## src/rtl/instr_assembler_pkg.sv

```systemverilog
// Shared microarchitecture definitions: opcode encoding, assembler state and defaults.
package instr_assembler_pkg;

    localparam int DATA_W_DEFAULT   = 8;
    localparam int OPCODE_W_DEFAULT = 4;
    localparam int MAX_EXT_DEFAULT  = 2;

    // Opcode encoding of the upper nibble of the first instruction byte.
    typedef enum logic [3:0] {
        OP_NOP  = 4'h0,
        OP_LDI  = 4'h1,
        OP_LD   = 4'h2,
        OP_ST   = 4'h3,
        OP_ADD  = 4'h4,
        OP_JMP  = 4'h5,
        OP_BEQ  = 4'h6,
        OP_CALL = 4'h7,
        OP_RET  = 4'h8,
        OP_AND  = 4'h9,
        OP_OR   = 4'hA,
        OP_XOR  = 4'hB,
        OP_SHL  = 4'hC,
        OP_SHR  = 4'hD,
        OP_CMP  = 4'hE,
        OP_HALT = 4'hF
    } opcode_t;

    // Instruction assembler state: waiting for a first byte, gathering
    // extension bytes, or holding a complete instruction.
    typedef enum logic [1:0] {
        IR_EMPTY   = 2'd0,
        IR_COLLECT = 2'd1,
        IR_FULL    = 2'd2
    } ir_state_t;

endpackage

```

## src/rtl/instr_assembler.sv

```systemverilog
// Instruction assembler: gathers a first byte plus up to MAX_EXT extension
// bytes from the fetch stream and presents the complete instruction with a
// valid/ready handshake. A retiring instruction and the next first byte can
// share a cycle, so back-to-back instructions leave no bubble.
module instr_assembler
    import instr_assembler_pkg::*;
#(
    parameter int DATA_W   = DATA_W_DEFAULT,
    parameter int OPCODE_W = OPCODE_W_DEFAULT,
    parameter int MAX_EXT  = MAX_EXT_DEFAULT,
    parameter int CNT_W    = $clog2(MAX_EXT + 1)
) (
    input  logic                        clk,
    input  logic                        reset,
    input  logic                        byte_valid,
    input  logic [DATA_W-1:0]           byte_in,
    input  logic [CNT_W-1:0]            ext_count,
    output logic                        byte_ready,
    input  logic                        flush,
    output logic                        instr_valid,
    input  logic                        instr_ready,
    output logic [OPCODE_W-1:0]         opcode,
    output logic [DATA_W-OPCODE_W-1:0]  operand,
    output logic [MAX_EXT*DATA_W-1:0]   ext_data,
    output logic [CNT_W-1:0]            ext_len,
    output logic                        len_error
);

    localparam int OPND_W = DATA_W - OPCODE_W;
    localparam int EXT_W  = MAX_EXT * DATA_W;
    localparam logic [CNT_W-1:0] MAX_EXT_C = CNT_W'(MAX_EXT);
    localparam logic [CNT_W-1:0] ONE_C     = CNT_W'(1);

    ir_state_t            state_r;
    ir_state_t            state_n_s;
    logic [CNT_W-1:0]     slot_r;
    logic [CNT_W-1:0]     slot_n_s;
    logic [OPCODE_W-1:0]  opcode_r;
    logic [OPCODE_W-1:0]  opcode_n_s;
    logic [OPND_W-1:0]    operand_r;
    logic [OPND_W-1:0]    operand_n_s;
    logic [EXT_W-1:0]     ext_data_r;
    logic [EXT_W-1:0]     ext_data_n_s;
    logic [CNT_W-1:0]     ext_len_r;
    logic [CNT_W-1:0]     ext_len_n_s;
    logic                 len_error_r;
    logic                 len_error_n_s;

    logic                 accept_s;
    logic                 load_first_s;
    logic                 over_s;
    logic [CNT_W-1:0]     clamp_len_s;

    // A held instruction blocks new bytes unless it is being retired now.
    assign byte_ready  = (state_r != IR_FULL) || instr_ready;
    assign accept_s    = byte_valid && byte_ready && !flush;
    assign over_s      = (ext_count > MAX_EXT_C);
    assign clamp_len_s = over_s ? MAX_EXT_C : ext_count;

    assign instr_valid = (state_r == IR_FULL);
    assign opcode      = opcode_r;
    assign operand     = operand_r;
    assign ext_data    = ext_data_r;
    assign ext_len     = ext_len_r;
    assign len_error   = len_error_r;

    // Next-state and datapath update; flush wins over every handshake input.
    always_comb begin
        state_n_s     = state_r;
        slot_n_s      = slot_r;
        opcode_n_s    = opcode_r;
        operand_n_s   = operand_r;
        ext_data_n_s  = ext_data_r;
        ext_len_n_s   = ext_len_r;
        len_error_n_s = 1'b0;
        load_first_s  = 1'b0;

        if (flush) begin
            state_n_s = IR_EMPTY;
            slot_n_s  = {CNT_W{1'b0}};
        end else begin
            case (state_r)
                IR_EMPTY: begin
                    if (accept_s) begin
                        load_first_s = 1'b1;
                    end else begin
                        state_n_s = IR_EMPTY;
                    end
                end
                IR_COLLECT: begin
                    if (accept_s) begin
                        ext_data_n_s[slot_r*DATA_W +: DATA_W] = byte_in;
                        if ((slot_r + ONE_C) == ext_len_r) begin
                            state_n_s = IR_FULL;
                            slot_n_s  = {CNT_W{1'b0}};
                        end else begin
                            slot_n_s = slot_r + ONE_C;
                        end
                    end else begin
                        state_n_s = IR_COLLECT;
                    end
                end
                IR_FULL: begin
                    if (instr_ready) begin
                        if (accept_s) begin
                            load_first_s = 1'b1;
                        end else begin
                            state_n_s = IR_EMPTY;
                        end
                    end else begin
                        state_n_s = IR_FULL;
                    end
                end
                default: begin
                    state_n_s = IR_EMPTY;
                    slot_n_s  = {CNT_W{1'b0}};
                end
            endcase

            if (load_first_s) begin
                opcode_n_s    = byte_in[DATA_W-1 -: OPCODE_W];
                operand_n_s   = byte_in[OPND_W-1:0];
                ext_len_n_s   = clamp_len_s;
                ext_data_n_s  = {EXT_W{1'b0}};
                slot_n_s      = {CNT_W{1'b0}};
                len_error_n_s = over_s;
                state_n_s     = (clamp_len_s == {CNT_W{1'b0}}) ? IR_FULL : IR_COLLECT;
            end else begin
                len_error_n_s = 1'b0;
            end
        end
    end

    // State, slot counter and datapath registers with synchronous reset.
    always_ff @(posedge clk) begin
        if (reset) begin
            state_r     <= IR_EMPTY;
            slot_r      <= {CNT_W{1'b0}};
            opcode_r    <= {OPCODE_W{1'b0}};
            operand_r   <= {OPND_W{1'b0}};
            ext_data_r  <= {EXT_W{1'b0}};
            ext_len_r   <= {CNT_W{1'b0}};
            len_error_r <= 1'b0;
        end else begin
            state_r     <= state_n_s;
            slot_r      <= slot_n_s;
            opcode_r    <= opcode_n_s;
            operand_r   <= operand_n_s;
            ext_data_r  <= ext_data_n_s;
            ext_len_r   <= ext_len_n_s;
            len_error_r <= len_error_n_s;
        end
    end

endmodule

```

## config.mk

```make
export PLATFORM = sky130hd
export DESIGN_NAME = instr_assembler
export DESIGN_NICKNAME = d
export VERILOG_FILES = /design/src/rtl/instr_assembler_pkg.sv /design/src/rtl/instr_assembler.sv
export SDC_FILE = /design/constraint.sdc
export NUM_CORES = 1
export LEC_CHECK = 0
export CAP_MARGIN = 40
export CORE_MARGIN = 4
export CORE_UTILIZATION = 30
export DETAILED_ROUTE_END_ITERATION = 16
export SLEW_MARGIN = 40
export SYNTH_ARGS = -nofsm -noshare
export SYNTH_HDL_FRONTEND = slang
export SYNTH_SLANG_ARGS = --single-unit
```

## constraint.sdc

```tcl
create_clock -name clk -period 1.5 [get_ports clk]
set_input_delay 0.225 -clock clk [delete_from_list [all_inputs] [get_ports clk]]
set_output_delay 0.225 -clock clk [all_outputs]
set_load 0.01 [all_outputs]
```

==> impl_summary.txt <==
----------------------------------------------------
[Final layout]
  Fin nets ... 219
  Number of fillers in the final layout ... 365
  Antenna diode count ... 0
  Layout-stage area growth over the synthesis result ... 68.6%
  Post-route cell area ... 2170 um2
  Layout cell share with drive strength beyond 1 ... 24.3%

[Die]
  Core footprint ... 4090 um2
  DIE HEIGHT ... 73.5 um
  Rows ... 23
  Boundary pin count ... 44
  Starting Density ... 31.5%
  Die X-Extent ... 73.5 um
  Die outline area ... 5400 um2

[STA]
  Finish-stage setup viols ... 2
  Relative slew margins ... 81.0%
  Post-route clock period utilization ... 102%
  Setup slack after layout ... -0.0232 ns
  Setup repair after global routing missed its margin ... true
  Final Slew Violations ... 0
  Fin crit period ... 1.52 ns
  Final hold violations ... 0
  Slew at the pin closest to its max-slew limit ... 0.282 ns
  Maximum clock rate ... 0.656 GHz
  Total negative setup slack ... -0.0308 ns
  Worst setup skew after layout ... 0.00276 ns

[Synthesis]
  Cell count after synthesis ... 139
  Biggest area contributors in the synthesized netlist ... sky130_fd_sc_hd__dfxtp_1 48%, sky130_fd_sc_hd__mux2i_1 7.8%, sky130_fd_sc_hd__nor2_1 6.4%
  Combined area of all synthesized cells ... 1290 um2
  Area share of the largest cell type after synthesis ... 48.2%
  Main synth FF type ... sky130_fd_sc_hd__dfxtp_1
  EDFF count, synth ... 0
  Mean cell area of the mapped netlist ... 9.25 um2
  Cell with the most instances after synthesis ... sky130_fd_sc_hd__dfxtp_1
  Net count after synthesis ... 157
  Count of yosys warnings during synthesis ... 0
  FFs w/ async S/R, synth ... 0%
  Leading cell types by count after synthesis ... 31 x sky130_fd_sc_hd__dfxtp_1, 22 x sky130_fd_sc_hd__nor2_1, 10 x sky130_fd_sc_hd__mux2i_1, 9 x sky130_fd_sc_hd__nand2_1
  Count of different cell masters after synthesis ... 33
  Fraction of the yosys area taken by sequential cells ... 48.2%
  Register bit total from synthesis ... 31
  Yosys top cell by area ... sky130_fd_sc_hd__dfxtp_1

[Run]
  Number of maximum-capacitance constraint violations ... 0

[Clock tree]
  CTS Buf Count ... 5
  Insertion delay of the later-clocked pin in the worst-skew pair ... 0.28 ns
  H-tree levels ... 2
  # clock sinks ... 31
  Root buffer cell ... sky130_fd_sc_hd__clkbuf_8
  CTS tree ... yes
  Clock Pin Slew Worst Setup and Hold Paths ... 0.07 ns
  Max Buffers Root-to-Sink ... 2

[Setup path]
  Type of destination of the critical path ... register
  Slowest-stage cell, CP ... sky130_fd_sc_hd__clkdlybuf4s50_1
  Crit path largest cell delay ... 0.44 ns
  Worst path arrival time ... 1.74 ns
  Kind of launch point of the worst setup path ... input pin
  Worst setup path category ... input pin to register
  Crit-path max FO ... 5
  Cells along the critical path ... clkdlybuf4s50_1 -> nand2b_4 -> a211o_1 -> buf_4 -> nor3_1 -> o31a_1
  Req. time, crit path ... 1.72 ns

[Place]
  Count of buffers inserted at the top-level ports ... 43
  Final HPWL from detailed placement ... 2.74 mm
  Final weighted congestion in routability-driven placement ... 0.848
  Placed inst area ... 1910 um2

[Routing]
  Average wire length per cell after detail routing ... 16.0 um
  Total routed wirelength ... 4.04 mm
  First-iteration detailed-routing DRC count ... 94
  Post-detailed-route DRC marker count ... 0
  Total iterations of the first detailed-routing run ... 4
  Residual antenna-violating net count after detailed routing ... 0
  DR vias/cell ... 5.13
  Via count of the routed design ... 1,292

[Min path]
  Worst min path class ... register to register

[GRT]
  First-pass GRT wire length ... 6.09 mm
  Global-route total usage across every layer ... 14.9%
  Maximum number of pins on one net before global-route repair ... 17
  Gr ovfl total ... 0
  Number of global-route vias before repair ... 1,243
  Number of antenna violations at the first check in global routing ... 0

[Power]
  Sum of internal, switching and leakage power ... 2.03 mW
  Areal power density over the cells ... 938 nW/um2
  LEAKAGE ... 0.851 nW
  Peak supply drop ... 0.478 mV

[Status]
  Failing checks ... negative setup slack
  Result of the run ... finished with violations

----------------------------------------------------
area by class of cell:
cell class | count | area, um2 | area share (%)
clock inverters | 2 | 60.1 | 2.77
repair buffers | 62 | 607 | 28.0
well taps | 50 | 62.6 | 2.89
inverters | 5 | 21.3 | 0.981
flip-flops and latches | 31 | 626 | 28.9
clock buffers | 6 | 72.6 | 3.35
multi-input cells | 96 | 719 | 33.2
what timing repair did:
action	CTS	global route
cloned	0	0
buffers inserted	1	2
resized for setup	10	19
setup endpoints to repair	15	20
pin swaps	3	7
hold buffers	0	0
flip-flops by register name, summed over array words and instances, names as in the netlist:
| register | cells |
|---|---|
| ext_len | 2 |
| opcode | 4 |
| slot_r | 2 |
| state_r | 2 |
| ext_data | 16 |
| len_error | 1 |
| operand | 4 |
placed cells by master (no fill, tap or decap), drive strengths merged, types with 5 or more instances in the layout:
cell type / synthesis / final
a21oi: 7 / 7
dfxtp: 31 / 31
nand2: 9 / 9
clkbuf: 3 / 6
a32oi: 6 / 6
clkdlybuf4s50: 0 / 40
mux2i: 10 / 10
nor2: 22 / 22
inv: 5 / 5
nand4: 7 / 7
buf: 4 / 19
cell families after synthesis:
kind of cell,synth area share [%]
buffers and inverters,4.09
DFF,48.2
xor gates and xnor gates,1.36
AOI/OAI and AO/OA,13.0
and+or+nand+nor,22.6
muxes,7.78
adders and majority gates,2.92
final timing paths:
check | to | start | slack, ns | cells past startpoint
worst max-delay path | state_r[1]$_SDFFE_PP0P_ | flush | -0.02 | 6
worst min-delay path | ext_data[8]$_SDFFE_PP0P_ | ext_data[8]$_SDFFE_PP0P_ | 0.45 | 2
worst max register to register | state_r[1]$_SDFFE_PP0P_ | state_r[0]$_SDFFE_PP0P_ | -0.01 | 5
worst min register to register | ext_data[8]$_SDFFE_PP0P_ | ext_data[8]$_SDFFE_PP0P_ | 0.45 | 2
through the flow:
step | util (%) | worst slack (ns) | cells | hold WS [ns]
3_3_place_gp | 46.8 | -0.231 | 241 | 0.439
2_1_floorplan | - | 0.0256 | 139 | 0.297
6_report | 53.1 | -0.0232 | 252 | 0.446
5_1_grt | 53.1 | -0.0944 | 252 | 0.461
4_1_cts | 50.6 | -0.0132 | 250 | 0.450
3_5_place_dp | 46.8 | -0.303 | 241 | 0.441
power breakdown:
part	internal, mW	switching [mW]	total (mW)
combinational	0.113	0.0902	0.203
sequential	0.839	0.0129	0.852
clock	0.664	0.315	0.979
total	1.62	0.418	2.03
routing by layer:
| layer | global-route usage [%] | routed length [um] | vias to the layer above |
|---|---|---|---|
| met1 | 20.0 | 1800 | 631 |
| met5 | 0 | 0 | - |
| met3 | 4.10 | 199 | 4 |
| li1 | - | - | 621 |
| met2 | 22.7 | 2000 | 36 |
| met4 | 5.43 | 45 | 0 |
worst max-delay path, delay by kind of cell:
family	cells	cell delay, ns
compound gates	2	0.50
buf+inv	2	0.62
simple gates	2	0.39
(Power assumes the default switching activity.)
